[src/rtl/mcu_packet_parser.sv]
`default_nettype none
// ============================================================================
//  Module      : mcu_packet_parser
//  Description : Byte-level packet parser for the MCU-side SPI byte stream.
//                Decodes a header byte, then either assembles an interest
//                prefix or forwards data payload bytes with an index.
//                Truncated and over-length frames raise frame_error.
//  Ports       : clk, rst_n            - clock, async active-low reset
//                frame_active          - frame selected (synchronized ss)
//                byte_valid, byte_in   - received byte strobe and value
//                interest_valid/len/prefix - completed interest packet
//                data_valid/byte/index/last - forwarded payload bytes
//                frame_error           - truncated or over-length frame
//                busy                  - parser not idle
//  Revision    : 1.0 - initial release
// ============================================================================
module mcu_packet_parser #(
    parameter int PREFIX_BYTES = 8,
    parameter int DATA_BYTES   = 256
) (
    input  logic                      clk,
    input  logic                      rst_n,
    input  logic                      frame_active,
    input  logic                      byte_valid,
    input  logic [7:0]                byte_in,
    output logic                      interest_valid,
    output logic [5:0]                interest_len,
    output logic [8*PREFIX_BYTES-1:0] interest_prefix,
    output logic                      data_valid,
    output logic [7:0]                data_byte,
    output logic [7:0]                data_index,
    output logic                      data_last,
    output logic                      frame_error,
    output logic                      busy
);

    localparam int c_PFX_W = 8 * PREFIX_BYTES;
    localparam int c_CNT_W = $clog2(DATA_BYTES);
    localparam logic [c_CNT_W-1:0] c_PFX_LAST  = c_CNT_W'(PREFIX_BYTES - 1);
    localparam logic [c_CNT_W-1:0] c_DATA_LAST = c_CNT_W'(DATA_BYTES - 1);

    typedef enum logic [2:0] {
        S_IDLE   = 3'd0,
        S_HEADER = 3'd1,
        S_PREFIX = 3'd2,
        S_DATA   = 3'd3,
        S_DONE   = 3'd4
    } state_t;

    state_t               r_state,  w_state_nxt;
    logic [c_CNT_W-1:0]   r_cnt,    w_cnt_nxt;
    logic [c_PFX_W-1:0]   r_shift,  w_shift_nxt;
    logic [5:0]           r_len,    w_len_nxt;
    logic                 r_ovr,    w_ovr_nxt;
    logic                 r_fa_q;

    logic                 w_iv;
    logic [5:0]           w_ilen;
    logic [c_PFX_W-1:0]   w_ipfx;
    logic                 w_dv;
    logic [7:0]           w_dbyte;
    logic [7:0]           w_didx;
    logic                 w_dlast;
    logic                 w_ferr;

    logic                 w_byte;
    logic [c_PFX_W-1:0]   w_pfx_shifted;

    // A byte is accepted while the frame is active, and also in the single
    // cycle where frame_active has just dropped: a byte that lands together
    // with the frame end is processed before the end-of-frame handling.
    assign w_byte        = byte_valid & (frame_active | r_fa_q);
    assign w_pfx_shifted = {r_shift[c_PFX_W-9:0], byte_in};

    always_comb begin
        w_state_nxt = r_state;
        w_cnt_nxt   = r_cnt;
        w_shift_nxt = r_shift;
        w_len_nxt   = r_len;
        w_ovr_nxt   = r_ovr;
        w_iv        = 1'b0;
        w_ilen      = interest_len;
        w_ipfx      = interest_prefix;
        w_dv        = 1'b0;
        w_dbyte     = data_byte;
        w_didx      = data_index;
        w_dlast     = 1'b0;
        w_ferr      = 1'b0;

        case (r_state)
            S_IDLE: begin
                w_ovr_nxt = 1'b0;
                if (frame_active) begin
                    w_state_nxt = S_HEADER;
                end
            end

            S_HEADER: begin
                if (w_byte) begin
                    w_len_nxt = byte_in[5:0];
                    w_cnt_nxt = '0;
                    if (byte_in[6]) begin
                        w_shift_nxt = '0;
                        w_state_nxt = S_PREFIX;
                    end else begin
                        w_state_nxt = S_DATA;
                    end
                    // Header arrived on the closing edge: packet cannot complete.
                    if (!frame_active) begin
                        w_ferr      = 1'b1;
                        w_state_nxt = S_IDLE;
                    end
                end else if (!frame_active) begin
                    // Empty frame: nothing was started, so nothing to report.
                    w_state_nxt = S_IDLE;
                end
            end

            S_PREFIX: begin
                if (w_byte) begin
                    w_shift_nxt = w_pfx_shifted;
                    w_cnt_nxt   = r_cnt + 1'b1;
                    if (r_cnt == c_PFX_LAST) begin
                        w_iv        = 1'b1;
                        w_ilen      = r_len;
                        w_ipfx      = w_pfx_shifted;
                        w_state_nxt = S_DONE;
                    end else if (!frame_active) begin
                        w_ferr      = 1'b1;
                        w_state_nxt = S_IDLE;
                    end
                end else if (!frame_active) begin
                    w_ferr      = 1'b1;
                    w_state_nxt = S_IDLE;
                end
            end

            S_DATA: begin
                if (w_byte) begin
                    w_dv      = 1'b1;
                    w_dbyte   = byte_in;
                    w_didx    = 8'(r_cnt);
                    w_cnt_nxt = r_cnt + 1'b1;
                    if (r_cnt == c_DATA_LAST) begin
                        w_dlast     = 1'b1;
                        w_state_nxt = S_DONE;
                    end else if (!frame_active) begin
                        w_ferr      = 1'b1;
                        w_state_nxt = S_IDLE;
                    end
                end else if (!frame_active) begin
                    w_ferr      = 1'b1;
                    w_state_nxt = S_IDLE;
                end
            end

            S_DONE: begin
                // Bytes beyond the packet are swallowed and remembered.
                w_ovr_nxt = r_ovr | w_byte;
                if (!frame_active) begin
                    w_ferr      = w_ovr_nxt;
                    w_ovr_nxt   = 1'b0;
                    w_state_nxt = S_IDLE;
                end
            end

            default: begin
                w_state_nxt = S_IDLE;
            end
        endcase
    end

    always_ff @(posedge clk or negedge rst_n) begin
        if (!rst_n) begin
            r_state         <= S_IDLE;
            r_cnt           <= '0;
            r_shift         <= '0;
            r_len           <= '0;
            r_ovr           <= 1'b0;
            r_fa_q          <= 1'b0;
            interest_valid  <= 1'b0;
            interest_len    <= '0;
            interest_prefix <= '0;
            data_valid      <= 1'b0;
            data_byte       <= '0;
            data_index      <= '0;
            data_last       <= 1'b0;
            frame_error     <= 1'b0;
        end else begin
            r_state         <= w_state_nxt;
            r_cnt           <= w_cnt_nxt;
            r_shift         <= w_shift_nxt;
            r_len           <= w_len_nxt;
            r_ovr           <= w_ovr_nxt;
            r_fa_q          <= frame_active;
            interest_valid  <= w_iv;
            interest_len    <= w_ilen;
            interest_prefix <= w_ipfx;
            data_valid      <= w_dv;
            data_byte       <= w_dbyte;
            data_index      <= w_didx;
            data_last       <= w_dlast;
            frame_error     <= w_ferr;
        end
    end

    assign busy = (r_state != S_IDLE);

endmodule
`default_nettype wire

[config.mk]
export PLATFORM = sky130hd
export DESIGN_NAME = mcu_packet_parser
export DESIGN_NICKNAME = d
export VERILOG_FILES = /design/src/rtl/mcu_packet_parser.sv
export SDC_FILE = /design/constraint.sdc
export NUM_CORES = 1
export LEC_CHECK = 0
export BUFFER_PORTS_ARGS = -buffer_cell sky130_fd_sc_hd__buf_2
export CAP_MARGIN = 20
export CORE_MARGIN = 8
export CORE_UTILIZATION = 33
export CTS_CLUSTER_DIAMETER = 60
export DETAILED_ROUTE_END_ITERATION = 10
export PLACE_DENSITY_LB_ADDON = 0.05
export SLEW_MARGIN = 25
export SYNTH_ARGS = -nofsm -noshare
export SYNTH_HDL_FRONTEND = slang
export SYNTH_SLANG_ARGS = --single-unit
[constraint.sdc]
create_clock -name clk -period 2 [get_ports clk]
set_input_delay 0.4 -clock clk [delete_from_list [all_inputs] [get_ports clk]]
set_output_delay 0.4 -clock clk [all_outputs]
set_load 0.01 [all_outputs]
=== After elaboration in Yosys (flattened, before gate mapping) ===
Cells that the tools add are included.

* Bits in registers: 165
* Input port bits: 12
* Output and inout port bits: 91
* Logic and storage cells: 75

* $add $sub $neg: 1
* Equality and inequality tests: 11
* Muxes and demuxes: 35
* Bitwise operators: 3
* Reduce and logical (&&, ||, !) cells: 11

{| class="wikitable"
|+ Operator list
! cell !! count
|-
| $mux 56 || 3
|-
| $pmux 56 s2 || 1
|-
| $mux 3 || 8
|-
| $mux 1 || 17
|-
| $mux 8 || 2
|-
| $pmux 8 s2 || 1
|-
| $pmux 3 s5 || 1
|-
| $add 8x1->8 const B || 1
|-
| $eq 8x3->1 const B || 1
|-
| $eq 8x8->1 const B || 1
|-
| $ne 2x2->1 const B || 4
|-
| $eq 3x2->1 const B || 2
|-
| $reduce_and 3->1 || 2
|-
| $reduce_bool 2->1 || 3
|-
| $pmux 1 s4 || 1
|-
| $reduce_and 2->1 || 2
|-
| $reduce_and 4->1 || 1
|-
| $eq 3x1->1 const B || 1
|-
| $eq 3x3->1 const B || 1
|-
| $logic_not 3->1 || 1
|-
| $reduce_bool 3->1 || 1
|-
| $ne 2x1->1 const B || 1
|-
| $or 1x1->1 || 2
|-
| $pmux 1 s2 || 1
|-
| 2 further kinds || 2
|}

=== Longest topological paths before layout ===
* Depth in word-level cells: 5
* Mapped depth: 7
* Mapped depth without buffers: 5

=== Least setup slack after synthesis ===
OpenSTA, ideal clock, no wires.

* Path type: register to register
* From: register r_cnt[4]
* To: register interest_len[0]
* Library setup time: 125 ps
* Arrival time: 1906 ps
* Required time: 1875 ps
* Setup slack: -30 ps
* Stages on the path, launching flop included: 6
* Path buffers: 1
* Period minus slack after synthesis: 2030 ps
* Cell sequence: dfrtp_1 -> or3_1 -> or4_1 -> buf_6 -> inv_2 -> mux2_2

* Cells in the longest elaborated chain, start to end: 2

{| class="wikitable"
|+ Ends and longest elaborated chain
! element !! RTL line !! source
|-
| from (decl) || 51 || <nowiki>logic [c_CNT_W-1:0] r_cnt, w_cnt_nxt;</nowiki>
|-
| from (signal assigned) || 191 || <nowiki>r_cnt <= w_cnt_nxt;</nowiki>
|-
| $eq 8x3->1 || 123 || <nowiki>if (r_cnt == c_PFX_LAST) begin</nowiki>
|-
| $reduce_and 3->1 (no source line) || - ||
|-
| to (signal assigned) || 197 || <nowiki>interest_len <= w_ilen;</nowiki>
|-
| to (decl) || 27 || <nowiki>output logic [5:0] interest_len,</nowiki>
|}

Every way passes these cells.
A chain may end at the register's enable or synchronous reset.

=== Worst setup path after layout ===
* From: register r_state[2]
* To: register interest_prefix[3]

* Cells in the longest elaborated chain, start to end: 2

{| class="wikitable"
|+ Ends and longest elaborated chain
! element !! RTL line !! source
|-
| from (decl) || 50 || <nowiki>state_t r_state, w_state_nxt;</nowiki>
|-
| from (signal assigned) || 190 || <nowiki>r_state <= w_state_nxt;</nowiki>
|-
| $eq 3x2->1 || 90 || <nowiki>case (r_state)</nowiki>
|-
| $reduce_and 3->1 (no source line) || - ||
|-
| to (signal assigned) || 198 || <nowiki>interest_prefix <= w_ipfx;</nowiki>
|-
| to (decl) || 28 || <nowiki>output logic [8*PREFIX_BYTES-1:0] interest_prefix,</nowiki>
|}

Every way passes these cells.

==> impl_metrics.ini <==
[critical_path]
crit_type = reg2reg
path_cells = nand2b_4 -> or2_4 -> or4_4 -> clkbuf_16 -> mux2_4
crit_fanout = 6
cpPeakStageDelay_ns = 0.65
cp_data_required_time_ns = 2.31
crit_arrival_ns = 2.36
reg2reg_depth = 5
crit_slowest_cell = or4_4
cp-end-kind = register
start_kind = register

[cts]
path_clk_slew_ns = 0.07
clock_path_buffers = 2
clk_latency_ns = 0.42
numCtsBuffers = 17
cts_num_sinks = 165
cts-htree-levels = 4
root_buffer = clkbuf_16
cts_tree = done

[power]
finalPower_mw = 7.67
p_leak_nw = 4.37
ir_drop_mv = 0.560
p_per_area_nw_per_um2 = 896

[cells_and_area]
final_common_cell = dfrtp_1
stdcell_area_um2 = 8550
final_nets = 673
ff_latch_area_um2 = 4130
multi_input_area_um2 = 2460
final_cell_mix = dfrtp_1 (165), nand2_1 (123), buf_2 (101)
n_fill_cell = 2000
drive_gt1_frac = 0.413
diodes = 0
syn_to_final_growth_pct = 26.4

[grt]
antenna_found_initial = 0
grt_max_degree = 112
grt_pass1_wl_um = 26200
grt_pass1_vias = 4684
overflow = 0
groute.usage.overall = 0.128

[sta]
hold_viol_final = 0
skew_ns = 0.00812
tns_ns = -2.05
finalSetupViolCount = 64
setup_slack_ns = -0.0528
tightest_slew_ns = 0.449
worst_hold_slack_ns = 0.252
finalCriticalPeriod_ns = 2.05
clock.fmax_mhz = 487
timing.final.crit_share = 1.03
drv_slew = 0
max_slew_margin = 0.701
rsz0062_at_grt = true

[synth]
syn_inst = 529
syn_area_per_cell_um2 = 12.8
ys_ff_latch = 165
synth_edf_count = 0
synthFlopType = dfrtp_1
synth-seq-area-share = 0.610
synth_nets = 542
yosysWarnings = 0
syn_area_um2 = 6770
synth.distinct_cells = 43
synth_async_sr_flop_share = 1.00

[hold_path]
hold_path_depth = 3
min_path_type = in2reg

[status]
status = finished with violations
violations = negative setup slack

[route]
routedWlPerCell_um = 17.5
final_antenna_net_count = 0
drc_errors = 0
drtPass1Iterations = 4
vias = 4348
drt_iter0_drc = 213
viasPerCell = 4.61
wirelength_um = 16500

[placement]
pre_cts_slack_ns = -0.0592
place_area_um2 = 7710
io_buffers = 102
dp_hpwl_um = 10700
gp_congestion = 0.795

[floorplanning]
boundaryPins = 103
die_y_um = 159
initial_core_util = 0.336
core_um2 = 20200
die-width_um = 159
die-area_um2 = 25300
rows = 52

[run]
cap_violations = 0
[area by class of cell]
type | instances | area share
sequential | 165 | 0.483
multi-input combinational | 329 | 0.288
timing repair buffer | 142 | 0.114
clock buffer | 18 | 0.0514
tap | 270 | 0.0395
clock inverter | 14 | 0.0205
inverter | 4 | 0.00263
timing repair inverter | 1 | 0.000732
[worst paths after layout]
| path | from | endpoint | slack, ns |
|---|---|---|---|
| worst max-delay path | r_state[2] | interest_prefix[3] | -0.05 |
| worst min-delay path | byte_in[7] | r_shift[7] | 0.25 |
| worst max register to register | r_state[2] | interest_prefix[3] | -0.05 |
| worst min register to register | r_shift[55] | r_shift[55] | 0.49 |
| max in group asynchronous | rst_n | r_state[1] | 0.83 |
| min in group asynchronous | rst_n | r_shift[38] | 0.47 |
[repair_timing]
item,in CTS,in global routing
hold buffers,1,0
setup endpoints to repair,70,71
pin swaps,1,1
resized for setup,0,20
hold endpoints to repair,38,0
setup buffers,0,2
cloned,0,7
[through the flow]
stage                     instances   util
after detailed placement        901  0.383
after global placement          901  0.383
after global routing            943  0.424
final                           943  0.424
after floorplan                 529      -
after CTS                       934  0.413
[power by group]
part           internal, mW  total [mW]  leakage, nW  switching (mW)
Clock                  2.01        3.41        0.287            1.40
Sequential             3.50        3.59         2.26          0.0912
Combinational         0.291       0.657         1.82           0.365
[metal layers]
layer  vias up  wire, µm  track usage
met4         0       225       0.0450
met2        74      7970        0.216
met5         -         0            0
li1       2072         -            -
met3        19       638       0.0354
met1      2183      7680        0.156
[registers in the layout, indices dropped and copies added (netlist names), 3 cells and up]
register / count
r_cnt: 8
interest_prefix: 64
r_shift: 56
data_index: 8
r_len: 6
r_state: 3
interest_len: 6
data_byte: 8
[logic make-up (layout without fill, tap and decap cells)]
family / after synthesis / in the layout / synth area share
simple gates: 159 / 160 / 0.101
fa+ha+maj: 1 / 1 / 0.00185
compound gates: 74 / 74 / 0.0612
buf+inv: 36 / 179 / 0.0372
xor+xnor: 2 / 2 / 0.00259
flops: 165 / 165 / 0.610
mux: 92 / 92 / 0.186
[cell usage after synthesis, types with 3 or more instances]
| master | n | area share |
|---|---|---|
| dfrtp_1 | 165 | 0.61 |
| o21ai_0 | 58 | 0.043 |
| or4_1 | 4 | 0.0044 |
| nand2_1 | 123 | 0.068 |
| nand3_1 | 3 | 0.0022 |
| a21oi_1 | 3 | 0.0022 |
| buf_2 | 3 | 0.0022 |
| nor2_1 | 8 | 0.0044 |
| clkbuf_1 | 18 | 0.010 |
| mux2_2 | 32 | 0.053 |
| buf_12 | 6 | 0.018 |
| inv_1 | 3 | 0.0017 |
| buf_1 | 3 | 0.0017 |
| mux2_4 | 60 | 0.13 |
[critical path: cells and delay by family (launching register included)]
kind          cells  cell delay (ns)
buf+inv           1             0.22
flops             1             0.38
mux               1             0.29
simple gates      3             1.03
No activity file was read; power rests on OpenSTA's default activity.
